$ cat config.mk
export PLATFORM = sky130hd
export DESIGN_NAME = app_inject_arbiter
export DESIGN_NICKNAME = d
export VERILOG_FILES = /design/src/rtl/app_inject_arbiter.sv
export SDC_FILE = /design/constraint.sdc
export NUM_CORES = 1
export LEC_CHECK = 0
export ABC_AREA = 1
export CORE_MARGIN = 2
export CORE_UTILIZATION = 33
export CTS_CLUSTER_SIZE = 24
export DETAILED_ROUTE_END_ITERATION = 10
export PLACE_DENSITY = 0.92
export SYNTH_ARGS = -nofsm -noshare
export SYNTH_HDL_FRONTEND = slang
export SYNTH_SLANG_ARGS = --single-unit
$ cat constraint.sdc
create_clock -name clk_i -period 3.9 [get_ports clk_i]
set_input_delay 0.78 -clock clk_i [delete_from_list [all_inputs] [get_ports clk_i]]
set_output_delay 0.78 -clock clk_i [all_outputs]
set_load 0.005 [all_outputs]
$ cat src/rtl/app_inject_arbiter.sv
// app_inject_arbiter: burst-atomic round-robin sharing of one NoC injection port among N_SRC sources.
// Define INJ_ARB_STATS_EN to add per-source saturating flit/burst counters with a selectable read port.
module app_inject_arbiter #(
    parameter int N_SRC = 4,
    parameter int FLIT_SIZE = 32
`ifdef INJ_ARB_STATS_EN
    , parameter int CNT_WIDTH = 32
`endif
) (
    input  logic                       clk_i,
    input  logic                       rst_i,
    input  logic [N_SRC-1:0]           src_tx_i,
    input  logic [N_SRC-1:0]           src_last_i,
    input  logic [N_SRC*FLIT_SIZE-1:0] src_data_i,
    output logic [N_SRC-1:0]           src_credit_o,
    input  logic [N_SRC-1:0]           src_eoa_i,
    output logic                       tx_o,
    output logic [FLIT_SIZE-1:0]       data_o,
    input  logic                       credit_i,
    output logic [N_SRC-1:0]           grant_o,
    output logic                       busy_o,
    output logic                       eoa_o
`ifdef INJ_ARB_STATS_EN
    ,
    input  logic [(N_SRC > 1 ? $clog2(N_SRC) : 1)-1:0] stat_sel_i,
    output logic [CNT_WIDTH-1:0]       stat_flits_o,
    output logic [CNT_WIDTH-1:0]       stat_bursts_o
`endif
);
    localparam int IW = N_SRC > 1 ? $clog2(N_SRC) : 1;

    typedef enum logic {IDLE, BUSY} state_t;

    state_t          state, state_n;
    logic [IW-1:0]   owner, owner_n, rr_ptr, rr_ptr_n, win;
    logic [N_SRC-1:0] grant_n;
    logic            found, xfer, done;

    always_comb begin
        win = '0;
        found = 1'b0;
        for (int i = 1; i <= N_SRC; i++) begin
            automatic int idx = (int'(rr_ptr) + i) % N_SRC;
            if (!found && src_tx_i[idx]) begin
                found = 1'b1;
                win = IW'(idx);
            end
        end
    end

    assign busy_o       = state == BUSY;
    assign tx_o         = busy_o & src_tx_i[owner];
    assign data_o       = busy_o ? src_data_i[int'(owner)*FLIT_SIZE +: FLIT_SIZE] : '0;
    assign src_credit_o = grant_o & {N_SRC{credit_i}};
    assign xfer         = tx_o & credit_i;
    assign done         = xfer & src_last_i[owner];

    always_comb begin
        state_n  = state;
        owner_n  = owner;
        rr_ptr_n = rr_ptr;
        grant_n  = grant_o;
        if (state == IDLE && found) begin
            state_n = BUSY;
            owner_n = win;
            grant_n = N_SRC'(1) << win;
        end else if (state == BUSY && done) begin
            state_n  = IDLE;
            rr_ptr_n = owner;
            grant_n  = '0;
        end
    end

    always_ff @(posedge clk_i) begin
        if (rst_i) begin
            state   <= IDLE;
            owner   <= '0;
            rr_ptr  <= IW'(N_SRC - 1);
            grant_o <= '0;
            eoa_o   <= 1'b0;
        end else begin
            state   <= state_n;
            owner   <= owner_n;
            rr_ptr  <= rr_ptr_n;
            grant_o <= grant_n;
            eoa_o   <= (&src_eoa_i) & (state == IDLE) & ~(|src_tx_i);
        end
    end

`ifdef INJ_ARB_STATS_EN
    logic [CNT_WIDTH-1:0] flits [N_SRC];
    logic [CNT_WIDTH-1:0] bursts [N_SRC];

    always_ff @(posedge clk_i) begin
        for (int s = 0; s < N_SRC; s++) begin
            if (rst_i) begin
                flits[s]  <= '0;
                bursts[s] <= '0;
            end else if (xfer && int'(owner) == s) begin
                if (~&flits[s]) flits[s] <= flits[s] + CNT_WIDTH'(1);
                if (done && ~&bursts[s]) bursts[s] <= bursts[s] + CNT_WIDTH'(1);
            end
        end
    end

    assign stat_flits_o  = int'(stat_sel_i) < N_SRC ? flits[stat_sel_i] : '0;
    assign stat_bursts_o = int'(stat_sel_i) < N_SRC ? bursts[stat_sel_i] : '0;
`endif
endmodule
==> results of run 1 <==
[cell usage after synthesis, drive strengths merged]
library cell and count:
buf 14, nor2 136, nor3b 1, nor4 1, clkbuf 14, dfxtp 10, a21oi 41, o21ai 66
a21boi 1, nand4 3, inv 20, o211ai 2, nand2 60, nand3 12
[cells by family after synthesis]
group                  count (synthesis)
AO/OA/AOI/OAI                        110
buffers and inverters                 48
flip-flops                            10
AND/OR/NAND/NOR                      213
[worst max-delay path: stages (launching register included)]
cell and delay [ns]:
sky130_fd_sc_hd__dfxtp_1 0.72, sky130_fd_sc_hd__inv_2 0.45, sky130_fd_sc_hd__nor2_1 0.21, sky130_fd_sc_hd__o21ai_0 0.10, sky130_fd_sc_hd__a21oi_1 0.20, sky130_fd_sc_hd__clkdlybuf4s50_1 0.55
[layer usage]
layer	vias up	GRT usage [%]	share of wire, %
li1	1558	-	-
met2	149	48.6	49
met3	19	4.43	7.6
met4	0	5.00	1.8
met1	1410	30.6	41
met5	-	0	0
[layout by cell type (no fill, tap or decap), drive strengths merged]
cell type        n
a21boi           1
a21oi           41
buf              2
clkbuf           4
clkdlybuf4s50  185
dfxtp           10
inv             20
nand2           60
nand3           12
nand4            3
nor2           136
nor3b            1
nor4             1
o211ai           2
o21ai           66
[state kept, by name (all words and copies together), names as in the netlist]
register / cells
grant_o: 4
rr_ptr: 2
owner: 2
eoa_o: 1
busy_o: 1
[power groups by stage]
stage,Sequential (µW),Clock (µW),Combinational [µW]
finish,137,129,539
CTS,136,129,538
global placement,137,0,522
global route,139,135,590
floorplan,119,0,274
detailed placement,139,0,534
[final cells by class]
class	count	area [µm²]	area share [%]
Sequential cell	10	201	5.38
Inverter	20	77.6	2.07
Tap cell	72	90.1	2.41
Clock buffer	4	55.1	1.47
Multi-Input combinational cell	323	1450	38.8
Timing Repair Buffer	187	1870	49.9
[stage by stage]
step | utilization [%] | power [µW] | cells
2_1_floorplan | - | 393 | 381
3_5_place_dp | 67.0 | 673 | 612
4_1_cts | 68.0 | 803 | 616
3_3_place_gp | 67.0 | 659 | 612
5_1_grt | 68.0 | 864 | 616
6_report | 68.0 | 805 | 616
[path summary, 6_finish.rpt]
| kind | endpoint | cells after the start |
|---|---|---|
| max reg2reg | grant_o[0] | 7 |
| min | grant_o[3] | 2 |
| max | data_o[0] | 5 |
| min reg2reg | grant_o[3] | 2 |
==> tab_implementation.tex, run 1 <==
\begin{tabular}{lr}
\hline
Metric & Value \\
\hline
\multicolumn{2}{l}{\textbf{Critical path}} \\
Critical R2R Launch & busy\_o \\
Type of destination of the critical path & output port \\
Worst setup path start & owner[1] \\
Startpoint-to-endpoint class of the critical path & register to output port \\
Setup slack on the worst flop-to-flop path & 1.65 ns \\
Biggest fanout along the worst timing path & 34 \\
Kind of launch point of the worst setup path & register \\
Worst Path Arrival & 2.48 ns \\
Required time of the worst setup path & roughly 3.1 ns \\
\multicolumn{2}{l}{\textbf{Place}} \\
Estimated wirelength of the detail-placed design & 6.84 mm \\
Worst Setup Slack post-DPL & 0.849 ns \\
RePlAce Congestion & $\sim$0.9 \\
Cell area after placement & 0.00369 mm² \\
Total of buffers placed on input and output ports & 185 \\
\multicolumn{2}{l}{\textbf{Route}} \\
Routed wire length & 8.97 mm \\
Post-DR vias/cell & slightly above 5 \\
Router iterations before antenna repair & 5 \\
Overall via count from detail\_route & 3,136 \\
DRC marker count from the first detailed-route iteration & 194 \\
DRC errors left & 0 \\
Per-cell routed wire length & $\sim$15 µm \\
Antenna viol nets, final & 0 \\
\multicolumn{2}{l}{\textbf{Layout}} \\
\# nets final & 688 \\
Filler instances & 486 \\
Synthesis-to-finish area growth & 100\% \\
Proportion of layout cells with a drive suffix above 1 & 6.25\% \\
Number of antenna repair diodes & 0 \\
Final Instance Area & about 0.0037 mm² \\
\multicolumn{2}{l}{\textbf{Clocking}} \\
Total of cells resized after clock tree synthesis & 0 \\
Library cell used as clock root buffer & sky130\_fd\_sc\_hd\_\_clkbuf\_8 \\
Post-CTS setup buffer count & 0 \\
CTS tree & yes \\
\# H-tree levels & 1 \\
Clock latency reported for the late side of the worst-skew pair & 0.23 ns \\
Clk sinks & 10 \\
Clock-pin slew on the worst setup and hold paths & about 0.050 ns \\
Buffer depth of the longest clock path & 2 \\
CTS Buf Count & 3 \\
Hold buffer count at cts & 0 \\
\multicolumn{2}{l}{\textbf{Synthesis}} \\
Proportion of netlist area held by the largest area contributor & 26.7\% \\
Synth Instances & approximately 380 \\
Xor and xnor fraction of the mapped netlist area & 0\% \\
Post-Syn Nets & about 520 \\
Yosys top cell by area & sky130\_fd\_sc\_hd\_\_nor2\_1 \\
Synthesized area & about 0.0019 mm² \\
Register bit total from synthesis & 10 \\
Multiplexer fraction of the synthesized cell area & 0\% \\
Synthesized area per cell & 4.91 µm² \\
Share of the yosys chip area belonging to registers & 10.7\% \\
Top area cells in the synthesized netlist & sky130\_fd\_sc\_hd\_\_nor2\_1, sky130\_fd\_sc\_hd\_\_o21ai\_0, sky130\_fd\_sc\_hd\_\_a21oi\_1 \\
Yosys cell types & 25 \\
Count of warnings emitted by yosys & 0 \\
Share of synthesized cell area in full adder, half adder and majority cells & 0\% \\
Post-Synth Simple-Gate Area & 47.6\% \\
Synth Area in Compound Gates & 30.0\% \\
Combinational family with the most area after synthesis & simple AND/OR/NAND/NOR gates \\
\multicolumn{2}{l}{\textbf{Floorplan}} \\
Y dimension of the die & 79.3 µm \\
Row count & 27 \\
Die Span X & approximately 79 µm \\
Ports placed on the boundary & 186 \\
Initial core utilization & 34.0\% \\
Core footprint & 0.00551 mm² \\
Area of the die & 0.00629 mm² \\
\multicolumn{2}{l}{\textbf{STA}} \\
Minimum hold slack & 0.495 ns \\
Setup TNS & 0 ns \\
Least-Margin Pin Slew & 1.09 ns \\
Total setup violations reported at the end of the flow & 0 \\
Hold violation count in the final report & 0 \\
Fmax & 307 MHz \\
Post-route setup slack & between 0.6 and 0.7 ns \\
Final Critical Period & 3.26 ns \\
Portion of the clock cycle consumed by the worst path in the final layout & 83.5\% \\
Count of pins over their slew limit & 0 \\
RSZ-0062 raised after global routing & no \\
Headroom to the max-slew limit & 27.4\% \\
Final Skew & 0.00117 ns \\
\multicolumn{2}{l}{\textbf{GRT}} \\
Vias in the first global route & $\sim$2.8k \\
Global-route wire length before repair & 13.3 mm \\
Tot GR Track Use & 25.8\% \\
Antenna violations before repair & 0 \\
Total congestion overflow after global routing & 0 \\
Maximum number of pins on one net before global-route repair & slightly below 70 \\
\multicolumn{2}{l}{\textbf{Status}} \\
Status & complete, no violations \\
\multicolumn{2}{l}{\textbf{Pwr}} \\
VDD IR-drop max & approximately 230 µV \\
Cell internal pwr & roughly 500 µW \\
Static leakage power & 0.00153 µW \\
Sw frac & a little under two fifths \\
Clock power frac & 16.1\% \\
Net switching power figure & 308 µW \\
Part of the power in combinational logic & 66.9\% \\
Power density of the placed cells & between 200 and 250 mW/mm² \\
Register share of total power & roughly 17\% \\
\multicolumn{2}{l}{\textbf{Hold path}} \\
Launch point of the worst hold path & grant\_o[3] \\
Tightest Hold Check Type & register to register \\
\multicolumn{2}{l}{\textbf{Run}} \\
Max-cap violation count & 0 \\
\hline
\end{tabular}
Note: power is estimated with default switching activity, not from simulation.
==> run 2: changes to the inputs <==
--- a/config.mk
+++ b/config.mk
@@ -7,10 +7,10 @@
 export LEC_CHECK = 0
 export ABC_AREA = 1
 export CORE_MARGIN = 2
-export CORE_UTILIZATION = 33
+export CORE_UTILIZATION = 30
 export CTS_CLUSTER_SIZE = 24
 export DETAILED_ROUTE_END_ITERATION = 10
-export PLACE_DENSITY = 0.92
+export PLACE_DENSITY = 0.85
 export SYNTH_ARGS = -nofsm -noshare
 export SYNTH_HDL_FRONTEND = slang
 export SYNTH_SLANG_ARGS = --single-unit
==> constraint.sdc (replaced) <==
create_clock -name clk_i -period 3.1 [get_ports clk_i]
set_input_delay 0.62 -clock clk_i [delete_from_list [all_inputs] [get_ports clk_i]]
set_output_delay 0.62 -clock clk_i [all_outputs]
set_load 0.005 [all_outputs]
==> run 2 against run 1 <==
Effect of this change: largest cell class unchanged; sequential share of layout area is 0.059 points lower; first-iteration DRC count fell by 33%; register-to-register slack worse by 0.84 ns; count of clock-buffer cells in the layout unchanged; routed wire length is 1.6% lower; core utilization fell by 4.8 points; cell count up 1.3%; design area increased by 1.1%; sequential power up 18%.
==> tab_implementation.tex, run 2 (synthesized netlist as in run 1, its figures left out) <==
\begin{tabular}{lr}
\hline
Metric & Value \\
\hline
\multicolumn{2}{l}{\textbf{Status}} \\
Status & complete, no violations \\
\multicolumn{2}{l}{\textbf{Critical path}} \\
Startpoint-to-endpoint class of the critical path & register to output port \\
Type of destination of the critical path & output port \\
Kind of launch point of the worst setup path & register \\
Required time of the worst setup path & 2.48 ns \\
Setup slack on the worst flop-to-flop path & 0.81 ns \\
Biggest fanout along the worst timing path & 33 \\
Worst Path Arrival & 2.11 ns \\
\multicolumn{2}{l}{\textbf{STA}} \\
Final Skew & 0.00398 ns \\
Final Critical Period & 2.73 ns \\
Post-route setup slack & around 0.37 ns \\
Headroom to the max-slew limit & a little under a quarter \\
Total setup violations reported at the end of the flow & 0 \\
Hold violation count in the final report & 0 \\
Setup TNS & 0 ns \\
Count of pins over their slew limit & 0 \\
Portion of the clock cycle consumed by the worst path in the final layout & between 80\% and 90\% \\
Fmax & between 300 and 400 MHz \\
RSZ-0062 raised after global routing & no \\
Least-Margin Pin Slew & roughly 1.1 ns \\
\multicolumn{2}{l}{\textbf{Route}} \\
Routed wire length & 8.83 mm \\
Post-DR vias/cell & 4.91 \\
Antenna viol nets, final & 0 \\
DRC marker count from the first detailed-route iteration & 130 \\
Router iterations before antenna repair & 7 \\
Per-cell routed wire length & 14.2 µm \\
DRC errors left & 0 \\
Overall via count from detail\_route & 3,062 \\
\multicolumn{2}{l}{\textbf{Clocking}} \\
Clock latency reported for the late side of the worst-skew pair & 0.24 ns \\
Post-CTS setup buffer count & 0 \\
Clock-pin slew on the worst setup and hold paths & around 0.05 ns \\
Library cell used as clock root buffer & sky130\_fd\_sc\_hd\_\_clkbuf\_8 \\
CTS Buf Count & 3 \\
Buffer depth of the longest clock path & 2 \\
\# H-tree levels & 1 \\
Clk sinks & 10 \\
CTS tree & yes \\
Hold buffer count at cts & 0 \\
Total of cells resized after clock tree synthesis & 0 \\
\multicolumn{2}{l}{\textbf{Floorplan}} \\
Row count & 28 \\
Die Span X & 83.0 µm \\
Area of the die & 0.00688 mm² \\
Ports placed on the boundary & 186 \\
Initial core utilization & 31.2\% \\
Core footprint & 0.00599 mm² \\
Y dimension of the die & 83.0 µm \\
\multicolumn{2}{l}{\textbf{GRT}} \\
Antenna violations before repair & 0 \\
Tot GR Track Use & about 24\% \\
Total congestion overflow after global routing & 0 \\
Maximum number of pins on one net before global-route repair & between 40 and 50 \\
Global-route wire length before repair & 14.1 mm \\
Vias in the first global route & 2,829 \\
\multicolumn{2}{l}{\textbf{Layout}} \\
Top Registers & grant\_o: 4 flops, owner: 2 flops, rr\_ptr: 2 flops \\
Synthesis-to-finish area growth & 102\% \\
Number of antenna repair diodes & 0 \\
Most frequent standard cell in the layout excluding fill and tap cells & sky130\_fd\_sc\_hd\_\_clkdlybuf4s50\_1 \\
Number of flip-flops in the largest register & 4 \\
Share of the core filled with cells in the final layout & 63.2\% \\
Leading cell types in the layout, fill and taps excluded & sky130\_fd\_sc\_hd\_\_clkdlybuf4s50\_1, sky130\_fd\_sc\_hd\_\_nor2\_1, sky130\_fd\_sc\_hd\_\_o21ai\_0 \\
\# nets final & 693 \\
Top register by number of flip-flops & grant\_o \\
Proportion of layout cells with a drive suffix above 1 & 7.10\% \\
\multicolumn{2}{l}{\textbf{Place}} \\
Worst Setup Slack post-DPL & 0.377 ns \\
RePlAce Congestion & 0.880 \\
Estimated wirelength of the detail-placed design & 6.86 mm \\
Total of buffers placed on input and output ports & 185 \\
\multicolumn{2}{l}{\textbf{Run}} \\
Max-cap violation count & 0 \\
\multicolumn{2}{l}{\textbf{Hold path}} \\
Tightest Hold Check Type & register to register \\
\multicolumn{2}{l}{\textbf{Pwr}} \\
Post-layout power & 1020 µW \\
Power density of the placed cells & roughly 270 mW/mm² \\
Static leakage power & 0.00155 µW \\
VDD IR-drop max & between 200 and 300 µV \\
\hline
\end{tabular}
==> run 2: worst paths after layout <==
kind,start,to,cells after the start
worst max register to register,busy_o,grant_o[0],7
worst max-delay path,busy_o,data_o[0],3
worst min-delay path,grant_o[3],grant_o[3],2
worst min register to register,grant_o[3],grant_o[3],2
==> run 2: critical path: stages, from the launching register on <==
cell and delay, ns:
sky130_fd_sc_hd__dfxtp_1 0.41, sky130_fd_sc_hd__inv_1 0.51, sky130_fd_sc_hd__a21oi_1 0.37, sky130_fd_sc_hd__clkdlybuf4s50_1 0.56
==> run 2: layer usage <==
metal / up-vias / GRT usage, % / wire (µm)
met5: - / 0 / 0
met4: 0 / 7.00 / 299
met3: 24 / 4.77 / 578
met2: 122 / 43.7 / 4400
met1: 1350 / 28.8 / 3550
li1: 1566 / - / -
==> run 2: per-stage QoR <==
step | hold WS [ns] | instance area (µm²) | instances
2_1_floorplan | 0.473 | 1870 | 381
3_3_place_gp | 0.477 | 3730 | 620
3_5_place_dp | 0.484 | 3730 | 620
6_report | 0.497 | 3780 | 624
4_1_cts | 0.498 | 3780 | 624
5_1_grt | 0.526 | 3780 | 624
==> run 2: final cells by class <==
class / instances / area [µm²]
inverter: 20 / 77.6
multi-input combinational: 323 / 1450
tap: 75 / 93.8
fill: 535 / 2210
clock buffer: 4 / 55.1
timing repair buffer: 192 / 1900
sequential: 10 / 201
==> run 2: power by group <==
group	total, µW	internal [µW]	switching, µW
Clock	168	112	55.9
Combinational	690	382	308
Sequential	162	141	21.3
==> run 3: changes to the inputs <==
--- a/config.mk
+++ b/config.mk
@@ -7,10 +7,10 @@
 export LEC_CHECK = 0
 export ABC_AREA = 1
 export CORE_MARGIN = 2
-export CORE_UTILIZATION = 30
+export CORE_UTILIZATION = 33
 export CTS_CLUSTER_SIZE = 24
 export DETAILED_ROUTE_END_ITERATION = 10
-export PLACE_DENSITY = 0.85
+export PLACE_DENSITY = 0.92
 export SYNTH_ARGS = -nofsm -noshare
 export SYNTH_HDL_FRONTEND = slang
 export SYNTH_SLANG_ARGS = --single-unit
==> constraint.sdc (replaced) <==
create_clock -name clk_i -period 3.55 [get_ports clk_i]
set_input_delay 0.71 -clock clk_i [delete_from_list [all_inputs] [get_ports clk_i]]
set_output_delay 0.71 -clock clk_i [all_outputs]
set_load 0.005 [all_outputs]
==> run 3 against run 2 <==
Effect of this change: worst setup slack improved by 0.25 ns; non-clock buffer count decreased by 2; combinational power decreased by 11%; register-to-register slack improved by 0.56 ns; cell count decreased by 0.96%; worst hold slack got worse by 0.014 ns; clock skew decreased by 0.0019 ns; clock power decreased by 32%; routed wire length increased by 0.49%; core utilization increased by 5.0 points; critical path type is now primary input to output port; highest routed layer unchanged.
==> tab_implementation.tex, run 3 (synthesized netlist as in run 1, its figures left out) <==
\begin{tabular}{lr}
\hline
Metric & Value \\
\hline
\multicolumn{2}{l}{\textbf{Layout}} \\
Filler instances & 458 \\
Top Registers & grant\_o: 4 flops, owner: 2 flops, rr\_ptr: 2 flops \\
Area occupied by registers & 201 µm² \\
Synthesis-to-finish area growth & 101\% \\
Most frequent standard cell in the layout excluding fill and tap cells & sky130\_fd\_sc\_hd\_\_clkdlybuf4s50\_1 \\
Number of antenna repair diodes & 0 \\
\# nets final & 691 \\
Proportion of layout cells with a drive suffix above 1 & 6.59\% \\
Number of flip-flops in the largest register & 4 \\
Leading cell types in the layout, fill and taps excluded & sky130\_fd\_sc\_hd\_\_clkdlybuf4s50\_1, sky130\_fd\_sc\_hd\_\_nor2\_1, sky130\_fd\_sc\_hd\_\_o21ai\_0 \\
Number of cells in the finished layout apart from fillers & 618 \\
Area taken by multi-input logic gates & 0.00145 mm² \\
Top register by number of flip-flops & grant\_o \\
\multicolumn{2}{l}{\textbf{Clocking}} \\
Library cell used as clock root buffer & sky130\_fd\_sc\_hd\_\_clkbuf\_8 \\
CTS Buf Count & 3 \\
Total of cells resized after clock tree synthesis & 0 \\
Clock latency reported for the late side of the worst-skew pair & 0.23 ns \\
CTS tree & yes \\
Hold buffer count at cts & 0 \\
Post-CTS setup buffer count & 0 \\
Clk sinks & 10 \\
Buffer depth of the longest clock path & 2 \\
Clock-pin slew on the worst setup and hold paths & 0.04 ns \\
\# H-tree levels & 1 \\
\multicolumn{2}{l}{\textbf{Pwr}} \\
Cell internal pwr & 528 µW \\
Part of the power in combinational logic & 70.9\% \\
VDD IR-drop max & 241 µV \\
Clock power frac & 13.3\% \\
Sw frac & 38.7\% \\
Static leakage power & 0.00153 µW \\
Net switching power figure & 333 µW \\
Register share of total power & 15.8\% \\
Power density of the placed cells & roughly 230 mW/mm² \\
\multicolumn{2}{l}{\textbf{Critical path}} \\
Sequence of cells on the critical path & clkdlybuf4s50\_1 -> inv\_1 -> nand2\_1 -> o211ai\_1 -> nand2\_1 -> nand2\_1 -> inv\_1 -> clkdlybuf4s50\_1 \\
Cell repeated most along the worst path & sky130\_fd\_sc\_hd\_\_nand2\_1 \\
Biggest fanout along the worst timing path & 3 \\
Critical R2R Launch & busy\_o \\
Worst Path Arrival & approximately 2.2 ns \\
Capture point of the worst reg-to-reg path & grant\_o[0] \\
Endpoint of the most critical setup path & tx\_o \\
Worst setup path start & src\_tx\_i[1] \\
Startpoint-to-endpoint class of the critical path & primary input to output port \\
Kind of launch point of the worst setup path & primary input \\
Setup slack on the worst flop-to-flop path & 1.37 ns \\
Required time of the worst setup path & 2.84 ns \\
Worst Reg-to-Reg Cells & 7 \\
CP max-delay cell & sky130\_fd\_sc\_hd\_\_clkdlybuf4s50\_1 \\
Type of destination of the critical path & output port \\
Slowest stage delay, CP & 0.51 ns \\
\multicolumn{2}{l}{\textbf{Route}} \\
Routed wire length & 8.87 mm \\
Post-DR vias/cell & 4.96 \\
Overall via count from detail\_route & 3,063 \\
Antenna viol nets, final & 0 \\
DRC errors left & 0 \\
Router iterations before antenna repair & 4 \\
Per-cell routed wire length & between 10 and 15 µm \\
DRC marker count from the first detailed-route iteration & 188 \\
\multicolumn{2}{l}{\textbf{Floorplan}} \\
Ports placed on the boundary & between 150 and 200 \\
Area of the die & 0.00629 mm² \\
Y dimension of the die & 79.3 µm \\
Die Span X & 79.3 µm \\
Core footprint & $\sim$0.0055 mm² \\
Row count & 27 \\
Initial core utilization & around a third \\
\multicolumn{2}{l}{\textbf{STA}} \\
Minimum hold slack & 0.483 ns \\
Final Critical Period & 2.93 ns \\
Total setup violations reported at the end of the flow & 0 \\
Setup TNS & 0 ns \\
Least-Margin Pin Slew & 1.07 ns \\
Count of pins over their slew limit & 0 \\
Post-route setup slack & about 0.62 ns \\
Portion of the clock cycle consumed by the worst path in the final layout & between 80\% and 90\% \\
Fmax & roughly 340 MHz \\
Hold violation count in the final report & 0 \\
Final Skew & around 0.0021 ns \\
Headroom to the max-slew limit & between 20\% and 30\% \\
RSZ-0062 raised after global routing & no \\
\multicolumn{2}{l}{\textbf{GRT}} \\
Tot GR Track Use & 26.1\% \\
Total congestion overflow after global routing & 0 \\
Global-route wire length before repair & 13.4 mm \\
Vias in the first global route & $\sim$2.8k \\
Maximum number of pins on one net before global-route repair & between 40 and 50 \\
Antenna violations before repair & 0 \\
\multicolumn{2}{l}{\textbf{Run}} \\
Max-cap violation count & 0 \\
\multicolumn{2}{l}{\textbf{Status}} \\
Status & complete, no violations \\
\multicolumn{2}{l}{\textbf{Place}} \\
Worst Setup Slack post-DPL & 0.632 ns \\
Total of buffers placed on input and output ports & 185 \\
Estimated wirelength of the detail-placed design & about 6.9 mm \\
Number of placed instances with taps included & 615 \\
RePlAce Congestion & approximately 0.9 \\
\multicolumn{2}{l}{\textbf{Hold path}} \\
Tightest Hold Check Type & register to register \\
\hline
\end{tabular}
run 3: changes by cell type in the layout (fill, tap and decap cells not counted):
| cell | previous run | this run |
|---|---|---|
| sky130_fd_sc_hd__buf_4 | 7 | 5 |
| sky130_fd_sc_hd__clkbuf_8 | 4 | 3 |
run 3: critical path: cells and delay by family:
kind / cells / cell delay [ns]
buf+inv: 4 / 1.16
compound gates: 1 / 0.08
simple gates: 3 / 0.28
run 3: metal layers:
layer	GRT usage [%]	share of wire, %	wire [µm]
met1	30.6	40	3550
met2	47.1	49	4340
met3	5.11	7.8	696
met4	9.14	3.2	281
met5	0	0	0
run 3: worst min-delay path by stage:
stage	start	to	slack (ns)	depth (start not counted)
3_5_place_dp	grant_o[2]	grant_o[2]	0.48	2
4_1_cts	grant_o[2]	grant_o[2]	0.49	2
2_1_floorplan	grant_o[2]	grant_o[2]	0.47	2
5_1_grt	grant_o[2]	grant_o[2]	0.51	2
3_3_place_gp	grant_o[3]	grant_o[3]	0.47	2
6_report	grant_o[2]	grant_o[2]	0.48	2
run 3: cell type report:
class	instances	area share, %
Clock buffer	3	1.10
Inverter	20	2.07
Multi-Input combinational cell	323	38.7
Sequential cell	10	5.37
Tap cell	72	2.40
Timing Repair Buffer	190	50.4
run 3: power groups by stage:
stage	Clock (µW)	Combinational, µW	Sequential, µW
detailed placement	0	608	138
finish	114	611	136
global route	120	673	138
CTS	113	611	136
global placement	0	593	138
floorplan	0	301	131
run 3: stage by stage:
step                utilization [%]  total power [µW]  area, µm²
floorplan                         -               432       1870
global placement               67.4               730       3710
detailed placement             67.4               746       3710
CTS                            68.1               860       3750
global route                   68.1               931       3750
finish                         68.1               861       3750
